## config.mk

```make
export PLATFORM = sky130hd
export DESIGN_NAME = unified_mem_arbiter
export DESIGN_NICKNAME = d
export VERILOG_FILES = /design/src/rtl/unified_mem_arbiter.sv
export SDC_FILE = /design/constraint.sdc
export NUM_CORES = 1
export LEC_CHECK = 0
export CORE_MARGIN = 2
export CORE_UTILIZATION = 45
export DETAILED_ROUTE_END_ITERATION = 8
export PLACE_DENSITY = 0.85
export RECOVER_POWER = 25
export SLEW_MARGIN = 10
export SYNTH_ARGS = -nofsm -noshare
export SYNTH_HDL_FRONTEND = slang
export SYNTH_SLANG_ARGS = --single-unit
```

## constraint.sdc

```tcl
create_clock -name clk_i -period 6.43 [get_ports clk_i]
set_input_delay 1.286 -clock clk_i [delete_from_list [all_inputs] [get_ports clk_i]]
set_output_delay 1.286 -clock clk_i [all_outputs]
set_load 0.02 [all_outputs]
```

## src/rtl/unified_mem_arbiter.sv

```systemverilog
`default_nettype none
// ============================================================================
// Module  : unified_mem_arbiter
// Purpose : Round-robin IF/MEM arbiter and handshake sequencer for one shared
//           variable-latency unified memory, with a hung-access watchdog.
// Revision: 1.0
// ============================================================================
module unified_mem_arbiter #(
  parameter int ADDR_W  = 32,
  parameter int DATA_W  = 32,
  parameter int TIMEOUT = 255
) (
  input  logic              clk_i,
  input  logic              rst_i,
  input  logic              if_req_i,
  input  logic [ADDR_W-1:0] if_addr_i,
  output logic              if_ack_o,
  output logic [DATA_W-1:0] if_rdata_o,
  input  logic              mem_req_i,
  input  logic              mem_we_i,
  input  logic [ADDR_W-1:0] mem_addr_i,
  input  logic [DATA_W-1:0] mem_wdata_i,
  output logic              mem_ack_o,
  output logic [DATA_W-1:0] mem_rdata_o,
  output logic              ram_req_o,
  output logic              ram_we_o,
  output logic [ADDR_W-1:0] ram_addr_o,
  output logic [DATA_W-1:0] ram_wdata_o,
  input  logic [DATA_W-1:0] ram_rdata_i,
  input  logic              ram_ready_i,
  output logic              stall_o,
  output logic              error_o
);

  typedef enum logic [1:0] {
    ST_IDLE  = 2'd0,
    ST_ISSUE = 2'd1,
    ST_RESP  = 2'd2
  } state_t;

  localparam logic              OWN_IF     = 1'b0;
  localparam logic              OWN_MEM    = 1'b1;
  localparam logic [16:0]       TIMEOUT_C  = 17'(TIMEOUT);
  localparam logic [DATA_W-1:0] ABORT_DATA = DATA_W'(32'hDEAD_BEEF);

  state_t              state_q, state_d;
  logic                last_grant_q, last_grant_d;
  logic                owner_q, owner_d;
  logic [ADDR_W-1:0]   addr_q, addr_d;
  logic                we_q, we_d;
  logic [DATA_W-1:0]   wdata_q, wdata_d;
  logic [15:0]         wd_cnt_q, wd_cnt_d;
  logic                error_q, error_d;
  logic                if_ack_q, if_ack_d;
  logic                mem_ack_q, mem_ack_d;
  logic [DATA_W-1:0]   if_rdata_q, if_rdata_d;
  logic [DATA_W-1:0]   mem_rdata_q, mem_rdata_d;

  logic                grant_mem;
  logic                to_resp;
  logic [DATA_W-1:0]   resp_data;

  always_comb begin
    state_d      = state_q;
    last_grant_d = last_grant_q;
    owner_d      = owner_q;
    addr_d       = addr_q;
    we_d         = we_q;
    wdata_d      = wdata_q;
    wd_cnt_d     = wd_cnt_q;
    error_d      = error_q;
    if_ack_d     = 1'b0;
    mem_ack_d    = 1'b0;
    if_rdata_d   = if_rdata_q;
    mem_rdata_d  = mem_rdata_q;
    grant_mem    = 1'b0;
    to_resp      = 1'b0;
    resp_data    = '0;

    case (state_q)
      ST_IDLE: begin
        if (if_req_i || mem_req_i) begin
          // On a tie, the requester not served last time wins.
          grant_mem    = mem_req_i && (!if_req_i || (last_grant_q == OWN_IF));
          owner_d      = grant_mem ? OWN_MEM : OWN_IF;
          last_grant_d = grant_mem ? OWN_MEM : OWN_IF;
          addr_d       = grant_mem ? mem_addr_i  : if_addr_i;
          we_d         = grant_mem ? mem_we_i    : 1'b0;
          wdata_d      = grant_mem ? mem_wdata_i : '0;
          wd_cnt_d     = '0;
          state_d      = ST_ISSUE;
        end
      end
      ST_ISSUE: begin
        if (ram_ready_i) begin
          to_resp   = 1'b1;
          resp_data = we_q ? '0 : ram_rdata_i;
        end else if ((TIMEOUT_C != 17'd0) && (({1'b0, wd_cnt_q} + 17'd1) == TIMEOUT_C)) begin
          to_resp   = 1'b1;
          resp_data = ABORT_DATA;
          error_d   = 1'b1;
        end else begin
          wd_cnt_d  = wd_cnt_q + 16'd1;
        end
        // Ack and read data are registered here so both are valid throughout RESP.
        if (to_resp) begin
          state_d = ST_RESP;
          if (owner_q == OWN_MEM) begin
            mem_ack_d   = 1'b1;
            mem_rdata_d = resp_data;
          end else begin
            if_ack_d    = 1'b1;
            if_rdata_d  = resp_data;
          end
        end
      end
      ST_RESP: begin
        state_d = ST_IDLE;
      end
      default: begin
        state_d = ST_IDLE;
      end
    endcase
  end

  always_ff @(posedge clk_i) begin
    if (!rst_i) begin
      state_q      <= ST_IDLE;
      last_grant_q <= OWN_IF;
      owner_q      <= OWN_IF;
      addr_q       <= '0;
      we_q         <= 1'b0;
      wdata_q      <= '0;
      wd_cnt_q     <= '0;
      error_q      <= 1'b0;
      if_ack_q     <= 1'b0;
      mem_ack_q    <= 1'b0;
      if_rdata_q   <= '0;
      mem_rdata_q  <= '0;
    end else begin
      state_q      <= state_d;
      last_grant_q <= last_grant_d;
      owner_q      <= owner_d;
      addr_q       <= addr_d;
      we_q         <= we_d;
      wdata_q      <= wdata_d;
      wd_cnt_q     <= wd_cnt_d;
      error_q      <= error_d;
      if_ack_q     <= if_ack_d;
      mem_ack_q    <= mem_ack_d;
      if_rdata_q   <= if_rdata_d;
      mem_rdata_q  <= mem_rdata_d;
    end
  end

  assign ram_req_o   = (state_q == ST_ISSUE);
  assign ram_we_o    = we_q;
  assign ram_addr_o  = addr_q;
  assign ram_wdata_o = wdata_q;
  assign if_ack_o    = if_ack_q;
  assign mem_ack_o   = mem_ack_q;
  assign if_rdata_o  = if_rdata_q;
  assign mem_rdata_o = mem_rdata_q;
  assign error_o     = error_q;
  assign stall_o     = (if_req_i && !if_ack_q) || (mem_req_i && !mem_ack_q);

endmodule
`default_nettype wire

```

Word level (Yosys, flattened, before mapping)
Cells that the tools add are included.
Widths: inputs -> output; s select.
Storage, ports and cells
  flip-flop bits (word level): 151
  output and inout port bits: 134
  word-level logic and storage cells: 58
  input bits: 134
Operators by class
  add/subtract/negate cells: 2
  bitwise gates (word level): 2
  eq/ne operators: 6
  muxes and demuxes: 19
  reduce and logical (&&, ||, !) cells: 18
Operator list (count)
  $mux 32: 5
  $mux 16: 3
  $pmux 16 s2: 1
  $add 16x1->17 const B: 1
  $eq 17x8->1 const B: 1
  $add 16x1->16 const B: 1
  $reduce_and 3->1: 4
  $mux 1: 7
  $ne 2x2->1 const B: 3
  $mux 2: 2
  $pmux 2 s2: 1
  $reduce_and 2->1: 2
  $reduce_and 4->1: 1
  $logic_and 1x1->1: 3
  $logic_not 1->1: 3
  $logic_or 1x1->1: 3
  $eq 2x1->1 const B: 1
  $logic_not 2->1: 1
  $ne 2x1->1 const B: 1
  $not 1->1: 2
  $reduce_bool 2->1: 1

Depth between registers and ports, before layout
  word-level depth: 7
  gate-level depth with buffers: 9
  gate-level depth less buffers: 7

Worst setup path after synthesis
OpenSTA, ideal clock, no wires.
  path type: input-to-output
  from: in if_req_i
  to: out stall_o
  slack: 3455 ps
  arrival time: 1689 ps
  cell stages on the path: 2
  buffers on the path: 0
  data required time: 5144 ps
  cell sequence: inv_1 o22ai_1
Between the ends
  word-level cells in the longest chain between the ends: 2
RTL lines
  start: declaration: line 15  | input logic if_req_i,
  $logic_and 1x1->1: line 165  | assign stall_o = (if_req_i && !if_ack_q) || (mem_req_i && !mem_ack_q);
  $logic_or 1x1->1: line 165
  end: declaration: line 31  | output logic stall_o,
No other way between the ends.

Worst setup path in the final report
Ends and elaborated chain as after synthesis.

==> reports/results.tsv <==
metric	value	unit
status	completed	
later_pin_clock_latency_in_the_skew_report	0.42	ns
worst_path_most_repeated_cell	sky130_fd_sc_hd__clkdlybuf4s50_1	
clock_tree.htree_level_count	4	
setup_viol	0	
critical_path.reg2reg.startpoint	wd_cnt_q[1]	
p_total	2.54	mW
hold_class	flip-flop to flip-flop	
synth_fp_nets	803	
syn_area_per_cell	9.02	um^2
min_period	4.08	ns
layout_worst_path_cycle_share	63.5	%
cts_buffers	17	
route.layer.met1.wl	7130	um
synth-seq-cells	151	
ir_drop	0.000191	V
buffer_count_from_post_cts_setup_fixing	0	
fp-row-count	42	
cpLargestDelayFamily	buffers and inverters	
end_kind	primary output	
drt_pre_antenna_iters	5	
worst_slack_on_hold_paths	0.457	ns
max_freq	245	MHz
die_y	120	um
via_count	6076	
area_growth_syn_to_layout	56.3	%
layout.core_utilization	71.6	%
cts-root-buf	sky130_fd_sc_hd__clkbuf_16	
synth.cell_area	6020	um^2
synthXorXnorAreaFrac	0	%
top_layer_used	met4	
synth_top_area_cell	sky130_fd_sc_hd__dfxtp_1	
post_synth_fa_ha_maj_area_fraction	0.416	%
ctsLongestPathBuffers	2	
detailroute.wirelength.met3	1460	um
design.die.area	14300	um^2
total_wirelength	18700	um
routed_via_density	5.56	
worst_clock_skew	0.00799	ns
worst_r2r_path_depth	7	
final_hold_vios	0	
track_usage	25.4	%
static-leakage-power	3.94	nW
nNetsFinal	1040	
worst_setup_path_start_kind	input port	
worstMarginPinSlew	1.12	ns
cts.clk_slew.worst_paths	0.06	ns
number_of_input_and_output_port_buffers_inserted	267	
grt_pass1_wl	28900	um
holdBufCountCts	0	
yosys-top-cells-area	sky130_fd_sc_hd__dfxtp_1, sky130_fd_sc_hd__a22oi_1, sky130_fd_sc_hd__mux2i_1	
hold-path-endpoint	if_rdata_o[7]	
antenna-diode-count	0	
r2r_setup_slack	3.08	ns
power.density_cell_area	270	nW/um^2
synth_top_area_share	50.2	%
cp_max_fo	3	
fill_cells	1001	
totalNegativeSetupSlack	0	ns
multi_input_area	2770	um^2
grt_overflow_total	0	
routabilityCongestion	0.846	
initial_antenna_violation_count	0	
yosys.area_share.simple	16.6	%
synth_edf_count	0	
synth_compound_gate_area_share	22.6	%
critical_path_required	5.14	ns
critical_path_class	input port to primary output	
drive_above_1_share	6.00	%
rsz0062_at_grt	no	
timing.max_slew.rel_slack	25.1	%
cp.buffers_inverters	3	
largest_net_degree_at_the_start_of_global_routing	82	
largest_stage_delay_worst_path	0.63	ns
hold_depth	2	
cp_slowest_cell	sky130_fd_sc_hd__clkdlybuf4s50_1	
postSynth.topFlopCell	sky130_fd_sc_hd__dfxtp_1	
timing.critical_path.arrival	2.80	ns
routedWlPerCell	17.1	um
coreArea	13100	um^2
first_global_vias	5640	
placed_wire_length_estimate	12900	um
tritoncts	built	
maxCapViolations	0	
yosysWarnings	0	
io_pins	268	
crit_chain	clkdlybuf4s50_1 -> inv_1 -> o22ai_1 -> clkdlybuf4s50_1	
drt_drc_violations_left	0	
final-max-slew-violation-count	0	
synth-async-reset-ratio	0	%
cts_num_sinks	151	
largest_family_of_logic_cells_by_synthesized_area	compound AO/OA/AOI/OAI gates	
drt.antenna.violating_nets	0	
post_cts_resized	0	
met2RoutedLength	9630	um
die_width	120	um
start_util	45.8	%
yosysSeqAreaShare	50.2	%
yosysUniqueCellTypes	48	
register_area	3020	um^2
crit-reg2reg-capture	if_rdata_o[23]	
synth.area.mux_share	5.84	%
hold_path.startpoint	if_rdata_o[7]	
netlist_instances	667	
drt_iter0_markers	456	
==> layer usage <==
| metal | vias to the layer above | GRT usage [%] |
|---|---|---|
| met3 | 36 | 8.08 |
| li1 | 2899 | - |
| met1 | 2861 | 28.7 |
| met5 | - | 0 |
| met4 | 0 | 9.85 |
| met2 | 280 | 44.7 |
==> synthesized netlist by cell type (2+ instances only) <==
| master | n |
|---|---|
| sky130_fd_sc_hd__nand3_1 | 6 |
| sky130_fd_sc_hd__a22o_1 | 16 |
| sky130_fd_sc_hd__nand4_1 | 10 |
| sky130_fd_sc_hd__nand2_1 | 88 |
| sky130_fd_sc_hd__and2_1 | 2 |
| sky130_fd_sc_hd__nand2b_1 | 2 |
| sky130_fd_sc_hd__or3_1 | 5 |
| sky130_fd_sc_hd__or4_1 | 6 |
| sky130_fd_sc_hd__nor2_1 | 85 |
| sky130_fd_sc_hd__a21o_1 | 2 |
| sky130_fd_sc_hd__inv_1 | 8 |
| sky130_fd_sc_hd__and3_1 | 4 |
| sky130_fd_sc_hd__nor2b_1 | 3 |
| sky130_fd_sc_hd__a21boi_0 | 2 |
| sky130_fd_sc_hd__a211oi_1 | 33 |
| sky130_fd_sc_hd__ha_1 | 2 |
| sky130_fd_sc_hd__nor3_1 | 11 |
| sky130_fd_sc_hd__o21ai_0 | 11 |
| sky130_fd_sc_hd__a22oi_1 | 83 |
| sky130_fd_sc_hd__o21ai_1 | 2 |
| sky130_fd_sc_hd__buf_2 | 6 |
| sky130_fd_sc_hd__or2_2 | 2 |
| sky130_fd_sc_hd__mux2i_1 | 34 |
| sky130_fd_sc_hd__clkbuf_1 | 51 |
| sky130_fd_sc_hd__dfxtp_1 | 151 |
| sky130_fd_sc_hd__a21oi_1 | 14 |
| sky130_fd_sc_hd__o31ai_1 | 3 |
| sky130_fd_sc_hd__a31oi_1 | 5 |
==> flip-flops by register name, summed over array words and instances, names as in the netlist <==
name	count
wd_cnt_q	16
ram_we_o	1
error_o	1
state_q	2
if_rdata_o	32
mem_rdata_o	32
if_ack_o	1
ram_addr_o	32
mem_ack_o	1
owner_q	1
ram_wdata_o	32
==> placed cells by master, fill, tap and decap left out, drive strengths merged, types with 2 or more instances in the layout <==
cell type      netlist  routed
bufinv               0       4
and3                 4       4
dfxtp              151     151
a22o                16      16
a21boi               2       2
buf                  7      10
a21oi               14      14
nand2b               2       2
nand3                6       6
nand4               10      10
clkdlybuf4s50        0     196
or2                  2       2
nand2               88      88
o21ai               13      13
clkbuf              51      17
a211oi              33      33
a31oi                5       5
nor2                85      85
ha                   2       2
or4                  6       6
a22oi               83      83
dlygate4sd3          0      70
and2                 2       2
nor3                11      11
nor2b                3       3
inv                  9      12
o31ai                3       3
clkinvlp             0       4
a21o                 2       2
mux2i               34      34
clkinv               0       4
or3                  5       5
==> how the worst max path moves through the flow <==
stage | start | to | slack [ns] | depth (start not counted)
6_report | if_req_i | stall_o | 2.35 | 4
5_1_grt | if_req_i | stall_o | 2.29 | 4
2_1_floorplan | if_req_i | stall_o | 3.45 | 2
4_1_cts | if_req_i | stall_o | 2.35 | 4
3_5_place_dp | if_req_i | stall_o | 2.35 | 4
3_3_place_gp | if_req_i | stall_o | 2.40 | 4
==> cells by family after synthesis <==
family | count (synthesis)
flip-flops | 151
adder cells (fa/ha/maj) | 2
buffers and inverters | 67
multiplexers | 35
AO/OA/AOI/OAI | 183
AND/OR/NAND/NOR | 229
==> power by group <==
group	switching [mW]	internal, mW
registers	0.0321	0.995
logic	0.240	0.219
clock network	0.399	0.651
==> stage by stage <==
stage,setup slack [ns],cells,cell area [um^2]
2_1_floorplan,3.45,667,6020
3_3_place_gp,2.40,1061,8780
3_5_place_dp,2.35,1061,8780
4_1_cts,2.35,1093,9400
5_1_grt,2.29,1093,9400
6_report,2.35,1093,9400
==> worst min-delay path, cell delays in order (launching register included) <==
cell and delay [ns]:
sky130_fd_sc_hd__dfxtp_1 0.30, sky130_fd_sc_hd__nand2_1 0.05, sky130_fd_sc_hd__a22oi_1 0.05
==> cell type report <==
cell class	instances	area share (%)
multi-input cells	449	29.4
flip-flops and latches	151	32.2
clock inverters	15	2.12
repair buffers	276	29.1
well taps	176	2.34
inverters	9	0.359
clock buffers	17	4.52
Power figures use the tool's default switching activity.
